File: config.mk
export PLATFORM = sky130hd
export DESIGN_NAME = seq_divider_64
export DESIGN_NICKNAME = d
export VERILOG_FILES = /design/src/rtl/seq_divider_64.sv
export SDC_FILE = /design/constraint.sdc
export NUM_CORES = 1
export LEC_CHECK = 0
export CAP_MARGIN = 5
export CORE_MARGIN = 5
export CORE_UTILIZATION = 55
export DETAILED_ROUTE_END_ITERATION = 7
export DONT_BUFFER_PORTS = 1
export PLACE_DENSITY = 0.7
export SLEW_MARGIN = 20
export SYNTH_ARGS = -nofsm -noshare
export SYNTH_HDL_FRONTEND = slang
export SYNTH_SLANG_ARGS = --single-unit
File: constraint.sdc
create_clock -name clk -period 5.6 [get_ports clk]
set_clock_uncertainty 0.15 [all_clocks]
set_input_delay 0.84 -clock clk [delete_from_list [all_inputs] [get_ports clk]]
set_output_delay 0.84 -clock clk [all_outputs]
set_load 0.02 [all_outputs]
File: src/rtl/seq_divider_64.sv
// Iterative unsigned restoring divider: one shift/trial-subtract step per
// clock, start/done handshake, results held until the next done.
//
// state | meaning
// IDLE  | waiting for start
// CALC  | iterating, one quotient bit per clock (busy=1)
// DONE  | one-cycle done pulse; accepts a new start like IDLE
module seq_divider_64 #(
  parameter int WIDTH = 64,
  parameter int CNT_W = 7
) (
  input  logic             clk,
  input  logic             rst_n,
  input  logic             start,
  input  logic [WIDTH-1:0] dividend,
  input  logic [WIDTH-1:0] divisor,
  output logic             busy,
  output logic             done,
  output logic [WIDTH-1:0] quotient,
  output logic [WIDTH-1:0] remainder,
  output logic             div_by_zero
);

  typedef enum logic [1:0] {
    IDLE = 2'd0,
    CALC = 2'd1,
    DONE = 2'd2
  } state_t;

  state_t             state_q, state_d;
  logic [CNT_W-1:0]   cnt_q, cnt_d;
  // The partial remainder is always below the divisor between steps, so only
  // its low WIDTH bits need storing; the extra bit exists only in the
  // shifted/trial values below.
  logic [WIDTH-1:0]   a_q, a_d;
  logic [WIDTH-1:0]   q_q, q_d;
  logic [WIDTH-1:0]   d_q, d_d;
  logic [WIDTH-1:0]   quo_q, quo_d;
  logic [WIDTH-1:0]   rem_q, rem_d;
  logic               dbz_q, dbz_d;

  logic [WIDTH:0]     a_sh;
  logic [WIDTH:0]     trial;
  logic [WIDTH-1:0]   a_nxt;
  logic [WIDTH-1:0]   q_nxt;

  // One restoring step: shift {A,Q} left, trial-subtract D, keep if non-negative.
  always_comb begin
    a_sh  = {a_q, q_q[WIDTH-1]};
    trial = a_sh - {1'b0, d_q};
    if (!trial[WIDTH]) begin
      a_nxt = trial[WIDTH-1:0];
      q_nxt = {q_q[WIDTH-2:0], 1'b1};
    end else begin
      a_nxt = a_sh[WIDTH-1:0];
      q_nxt = {q_q[WIDTH-2:0], 1'b0};
    end
  end

  // Next-state and datapath control.
  always_comb begin
    state_d = state_q;
    cnt_d   = cnt_q;
    a_d     = a_q;
    q_d     = q_q;
    d_d     = d_q;
    quo_d   = quo_q;
    rem_d   = rem_q;
    dbz_d   = dbz_q;
    case (state_q)
      IDLE, DONE: begin
        state_d = IDLE;
        if (start) begin
          if (divisor != '0) begin
            state_d = CALC;
            a_d     = '0;
            q_d     = dividend;
            d_d     = divisor;
            cnt_d   = '0;
          end else begin
            state_d = DONE;
            quo_d   = '1;
            rem_d   = dividend;
            dbz_d   = 1'b1;
          end
        end
      end
      CALC: begin
        a_d   = a_nxt;
        q_d   = q_nxt;
        cnt_d = cnt_q + CNT_W'(1);
        if (cnt_q == CNT_W'(WIDTH - 1)) begin
          state_d = DONE;
          quo_d   = q_nxt;
          rem_d   = a_nxt;
          dbz_d   = 1'b0;
        end
      end
      default: state_d = IDLE;
    endcase
  end

  // State and datapath registers; reset aborts any operation in flight.
  always_ff @(posedge clk or negedge rst_n) begin
    if (!rst_n) begin
      state_q <= IDLE;
      cnt_q   <= '0;
      a_q     <= '0;
      q_q     <= '0;
      d_q     <= '0;
      quo_q   <= '0;
      rem_q   <= '0;
      dbz_q   <= 1'b0;
    end else begin
      state_q <= state_d;
      cnt_q   <= cnt_d;
      a_q     <= a_d;
      q_q     <= q_d;
      d_q     <= d_d;
      quo_q   <= quo_d;
      rem_q   <= rem_d;
      dbz_q   <= dbz_d;
    end
  end

  assign busy        = (state_q == CALC);
  assign done        = (state_q == DONE);
  assign quotient    = quo_q;
  assign remainder   = rem_q;
  assign div_by_zero = dbz_q;

endmodule

==> Word level (Yosys, flattened, before mapping) <==
Index checks and enable logic that the tools add are counted.
{ "classes": {"add_sub_neg": 2, "n_mul": 0, "div": 0, "order_cmp": 0, "eq_ne": 7, "shift": 0, "n_mux": 27, "bitwise": 0, "n_reduce_logical": 7} }
{ "ops": {"columns": ["operator", "count"], "rows": [
  ["$mux W64", 11],
  ["$pmux W64 S2", 4],
  ["$sub A65 B64 Y65", 1],
  ["$reduce_bool A64 Y1", 1],
  ["$mux W7", 2],
  ["$pmux W7 S2", 1],
  ["$add A7 B1 Y7 const B", 1],
  ["$eq A7 B6 Y1 const B", 1],
  ["$mux W2", 3],
  ["$ne A2 B2 Y1 const B", 3],
  ["$reduce_and A3 Y1", 2],
  ["$mux W1", 4],
  ["$pmux W2 S2", 1],
  ["$reduce_and A4 Y1", 1],
  ["$eq A2 B1 Y1 const B", 1],
  ["$eq A2 B2 Y1 const B", 1],
  ["$logic_not A2 Y1", 1],
  ["$ne A2 B1 Y1 const B", 1],
  ["$pmux W1 S2", 1],
  ["$reduce_bool A2 Y1", 1],
  ["$reduce_or A2 Y1", 1]
]} }
{ "totals": {"reg_bits": 330, "latchBits": 0, "ram_bits": 0, "mem_bits_ro": 0, "in_bits": 131, "out_inout_bits": 131, "elab_cells": 51, "mem_count": 0} }

==> Longest topological paths before layout <==
{ "logic_depth": {"depth_word": 4, "mapped_depth": 15, "depth_no_buf": 13} }

==> Worst setup path after synthesis <==
Ideal clock, no wire load.
{ "synth_timing": {"path_kind": "register -> register", "startpoint": "register q_q[63]", "endpoint": "register a_q[62]", "arrival_ns": 3.195, "required_ns": 5.354, "slack_ns": 2.160, "path_stages_with_launch": 14, "period_less_slack_ns": 3.440, "path_cell_list": "dfrtp_1 -> inv_1 -> ha_1 -> fa_1 -> nand2b_1 -> a21o_1 -> a21o_1 -> a211o_1 -> a2111o_1 -> a211o_1 -> a31oi_4 -> a41oi_1 -> xnor2_1 -> o31ai_1"} }
{ "synth_via": {"elab_chain_cells": 3} }
{ "synth_lines": {"columns": ["item", "line_no", "text"], "rows": [
  ["start: declaration", "36", "logic [WIDTH-1:0] q_q, q_d;"],
  ["start signal: assignment", "118", "q_q <= q_d;"],
  ["$sub A65 B64 Y65", "50", "trial = a_sh - {1'b0, d_q};"],
  ["$mux W64", "51", "if (!trial[WIDTH]) begin"],
  ["$pmux W64 S2", "70", "case (state_q)"],
  ["end signal: assignment", "108", "a_q <= '0;"],
  ["end signal: assignment", "117", "a_q <= a_d;"],
  ["end: declaration", "35", "logic [WIDTH-1:0] a_q, a_d;"]
]} }
No other way between the ends.
A chain may end at the register's enable or synchronous reset.

==> Worst setup path after layout <==
{ "layout_timing": {"startpoint": "register q_q[63]", "endpoint": "register rem_q[55], in the netlist remainder[55]"} }
{ "layout_via": {"elab_chain_cells": 4} }
{ "layout_lines": {"columns": ["item", "line_no", "text"], "rows": [
  ["$sub A65 B64 Y65", "50", null],
  ["$mux W64", "51", null],
  ["$mux W64", "92", "if (cnt_q == CNT_W'(WIDTH - 1)) begin"],
  ["$pmux W64 S2", "70", null],
  ["end signal: assignment", "121", "rem_q <= rem_d;"],
  ["end: declaration", "39", "logic [WIDTH-1:0] rem_q, rem_d;"]
]} }
No other way between the ends. The select of a mux whose other input is x is not followed.

==> out/metrics.yaml <==
status: "complete, but fails checks"
violations: "hold timing"
maxCapViolCount: 0
cts_buffers: 36
ys_seq_area_frac: 0.448
drv_slew: 0
numClockSinks: 330
drt_wl_total_um: 56300
ios: 262
root_buffer: "clkbuf_16"
top_usage_layer: "met1"
nets: 2247
grt_pass1_wl_um: 85900
clk_pin_slew_worst_paths_ps: 60
cp.required_ps: 5890
grt-ovfl-total: 0
use_met1: 0.472
worstSetupPathType: "flop to flop"
ir_drop_v: 0.000317
r2r_end: "remainder[55]"
synthTopCellsByArea: "dfrtp_1 45%, nand2_1 8.4%, o21ai_0 6.6%, ha_1 4.4%, a21oi_1 4.2%"
initial_core_util: 0.553
synth.distinct_cells: 82
synth_area_sq_um: 18400
ys_ff_latch: 330
switching_power_mw: 4.37
reg2reg_setup_slack_ps: 1070
worst_setup_path_end_kind: "flop"
worst_pin_slew_ps: 1100
drive_gt1_frac: 0.0477
p_int_mw: 6.01
vias_per_cell: 6.20
placementRows: 67
chipHeight_um: 193
cts_tree: "built"
wl_per_cell_um: 22.3
cellLeakagePower_nw: 8.58
ys_warn_count: 0
hpwl_um: 41200
use_met2: 0.390
synthFlopType: "dfrtp_1"
fmax_ghz: 0.221
grt_max_degree: 331
clock_latency_ps: 540
combPwrFrac: 0.440
swShare: 0.421
yosysTopAreaCellShare: 0.448
cp.arrival_ps: 4820
critPathMaxFanout: 50
cts_setup_buffers: 0
yosys.area.top_type: "dfrtp_1"
slew_headroom: 0.267
p_seq_frac: 0.328
totalPowerFinal_mw: 10.4
port_buffers: 0
period_minus_slack_ps: 4530
rsz0062_at_grt: "false"
drtIter0Drc: 1718
post-route-period-util: 0.808
synth_cells: 2135
start_kind: "flop"
die_x_um: 193
die_area_sq_um: 37200
dr.pass1.iters: 5
hold_class: "input pin to async pin"
r2r-start: "q_q[63]"
placed_cells: 2460
grt_util_met3: 0.0853
syn_avg_cell_area_sq_um: 8.62
core-area_sq_um: 33300
whs_ps: -152
place.gp.congestion: 0.951
synth_edf_count: 0
route.vias.total: 15600
cts-htree-levels: 2
final-hold-violation-count: 330
ys_async_sr_fraction: 1.00
fin_cells: 2524
cts_resized: 0
grt_use_total: 0.295
power_density_nw_per_um2: 525
grt_pass1_vias: 14400
power.share.clock: 0.233
area_growth_pct: 7.45
finalSetupTns_ps: 0
clockBufferDepth: 3
ant_nets: 0
finalSetupViolCount: 0
worstRegToRegCells: 14
route.detailed.drc: 0
synth_nets: 2332
antenna_found_initial: 1
[cell type report]
cell class,instances,area [sq um]
fill,2978,13500
multi-input combinational,1575,9290
sequential,330,8260
clock buffer,57,1070
tap,448,561
inverter,92,350
timing repair buffer,15,138
clock inverter,6,120
antenna,1,2.50
[per-layer routing]
| layer | vias to the layer above | routed length, um |
|---|---|---|
| met4 | 2 | 1170 |
| li1 | 7381 | - |
| met2 | 675 | 22400 |
| met1 | 7509 | 26400 |
| met5 | - | 13 |
| met3 | 81 | 6220 |
[cells by family (layout without fill, tap and decap cells)]
group,after synthesis,in the layout,share of synthesized area
simple gates,702,702,0.170
fa+ha+maj,66,66,0.0453
flops,330,330,0.448
xor+xnor,51,51,0.0243
other cells,0,1,0
buf+inv,230,170,0.0493
mux,78,78,0.0425
compound gates,678,678,0.220
[flip-flops by register name, indices dropped and copies added (netlist names)]
name,count
q_q,64
div_by_zero,1
cnt_q,7
quotient,64
d_q,64
a_q,64
remainder,64
state_q,2
[through the flow]
| step | util | area, sq um | setup WS (ps) | hold WS (ps) |
|---|---|---|---|---|
| final | 0.594 | 19800 | 1070 | -152 |
| after global routing | 0.594 | 19800 | 910 | -166 |
| after CTS | 0.594 | 19800 | 1130 | -163 |
| after detailed placement | 0.559 | 18600 | 978 | 332 |
| after global placement | 0.558 | 18600 | 1030 | 322 |
| after floorplan | - | 18400 | 2160 | 293 |
[cell usage in the layout, fill, tap and decap left out, drive strengths merged, types with 20 or more instances in the layout]
cell / synthesis / layout
nand2: 412 / 412
dfrtp: 330 / 330
o21ai: 289 / 289
a21oi: 155 / 155
inv: 91 / 92
nand3: 86 / 86
mux2i: 77 / 77
ha: 65 / 65
clkbuf: 109 / 57
nor2: 53 / 53
a21o: 35 / 35
a31oi: 35 / 35
xnor2: 31 / 31
nand4: 28 / 28
a211oi: 28 / 28
nor3: 27 / 27
o22ai: 25 / 25
nor4: 22 / 22
xor2: 20 / 20
or3: 20 / 20
[worst max-delay path, stage by stage, from the launching register on]
cell and delay, ps:
dfrtp_1 390, inv_1 60, ha_1 220, fa_1 380
nand2b_1 210, a21o_1 210, a31o_2 260, and3_1 180
o211a_2 330, o211a_4 270, o21ai_4 390, nand2_2 300
buf_4 390, or3_1 470, a31oi_1 170
[worst max path at each step]
| stage | startpoint | end | slack, ps |
|---|---|---|---|
| 2_1_floorplan | q_q[63] | a_q[62] | 2160 |
| 6_report | q_q[63] | remainder[55] | 1070 |
| 4_1_cts | q_q[63] | remainder[55] | 1130 |
| 3_5_place_dp | divisor[35] | remainder[4] | 980 |
| 5_1_grt | q_q[63] | a_q[55] | 910 |
| 3_3_place_gp | divisor[35] | remainder[25] | 1030 |
[Yosys cell counts (all sizes together) (4+ instances only)]
cell	number
a21boi	10
or3	20
ha	65
o22a	4
o31ai	10
o21a	18
nand4	28
xor2	20
clkbuf	109
nor2b	6
nor3	27
o211a	4
a211o	5
nor4	22
xnor2	31
o21ai	289
o22ai	25
nand2b	6
dfrtp	330
and3	14
nand3	86
a21oi	155
nor2	53
a32oi	11
nand2	412
or2	5
o21bai	14
a31oi	35
buf	29
a21o	35
and2	12
o211ai	6
mux2i	77
inv	91
nand3b	4
a211oi	28
[power by group through the flow]
stage	Sequential, mW	Combinational (mW)	Clock [mW]
finish	3.40	4.57	2.41
detailed placement	3.40	4.45	0
CTS	3.37	4.46	2.45
global route	3.45	5.01	2.54
global placement	3.39	4.38	0
floorplan	3.17	3.40	0
No activity file was read; power rests on OpenSTA's default activity.
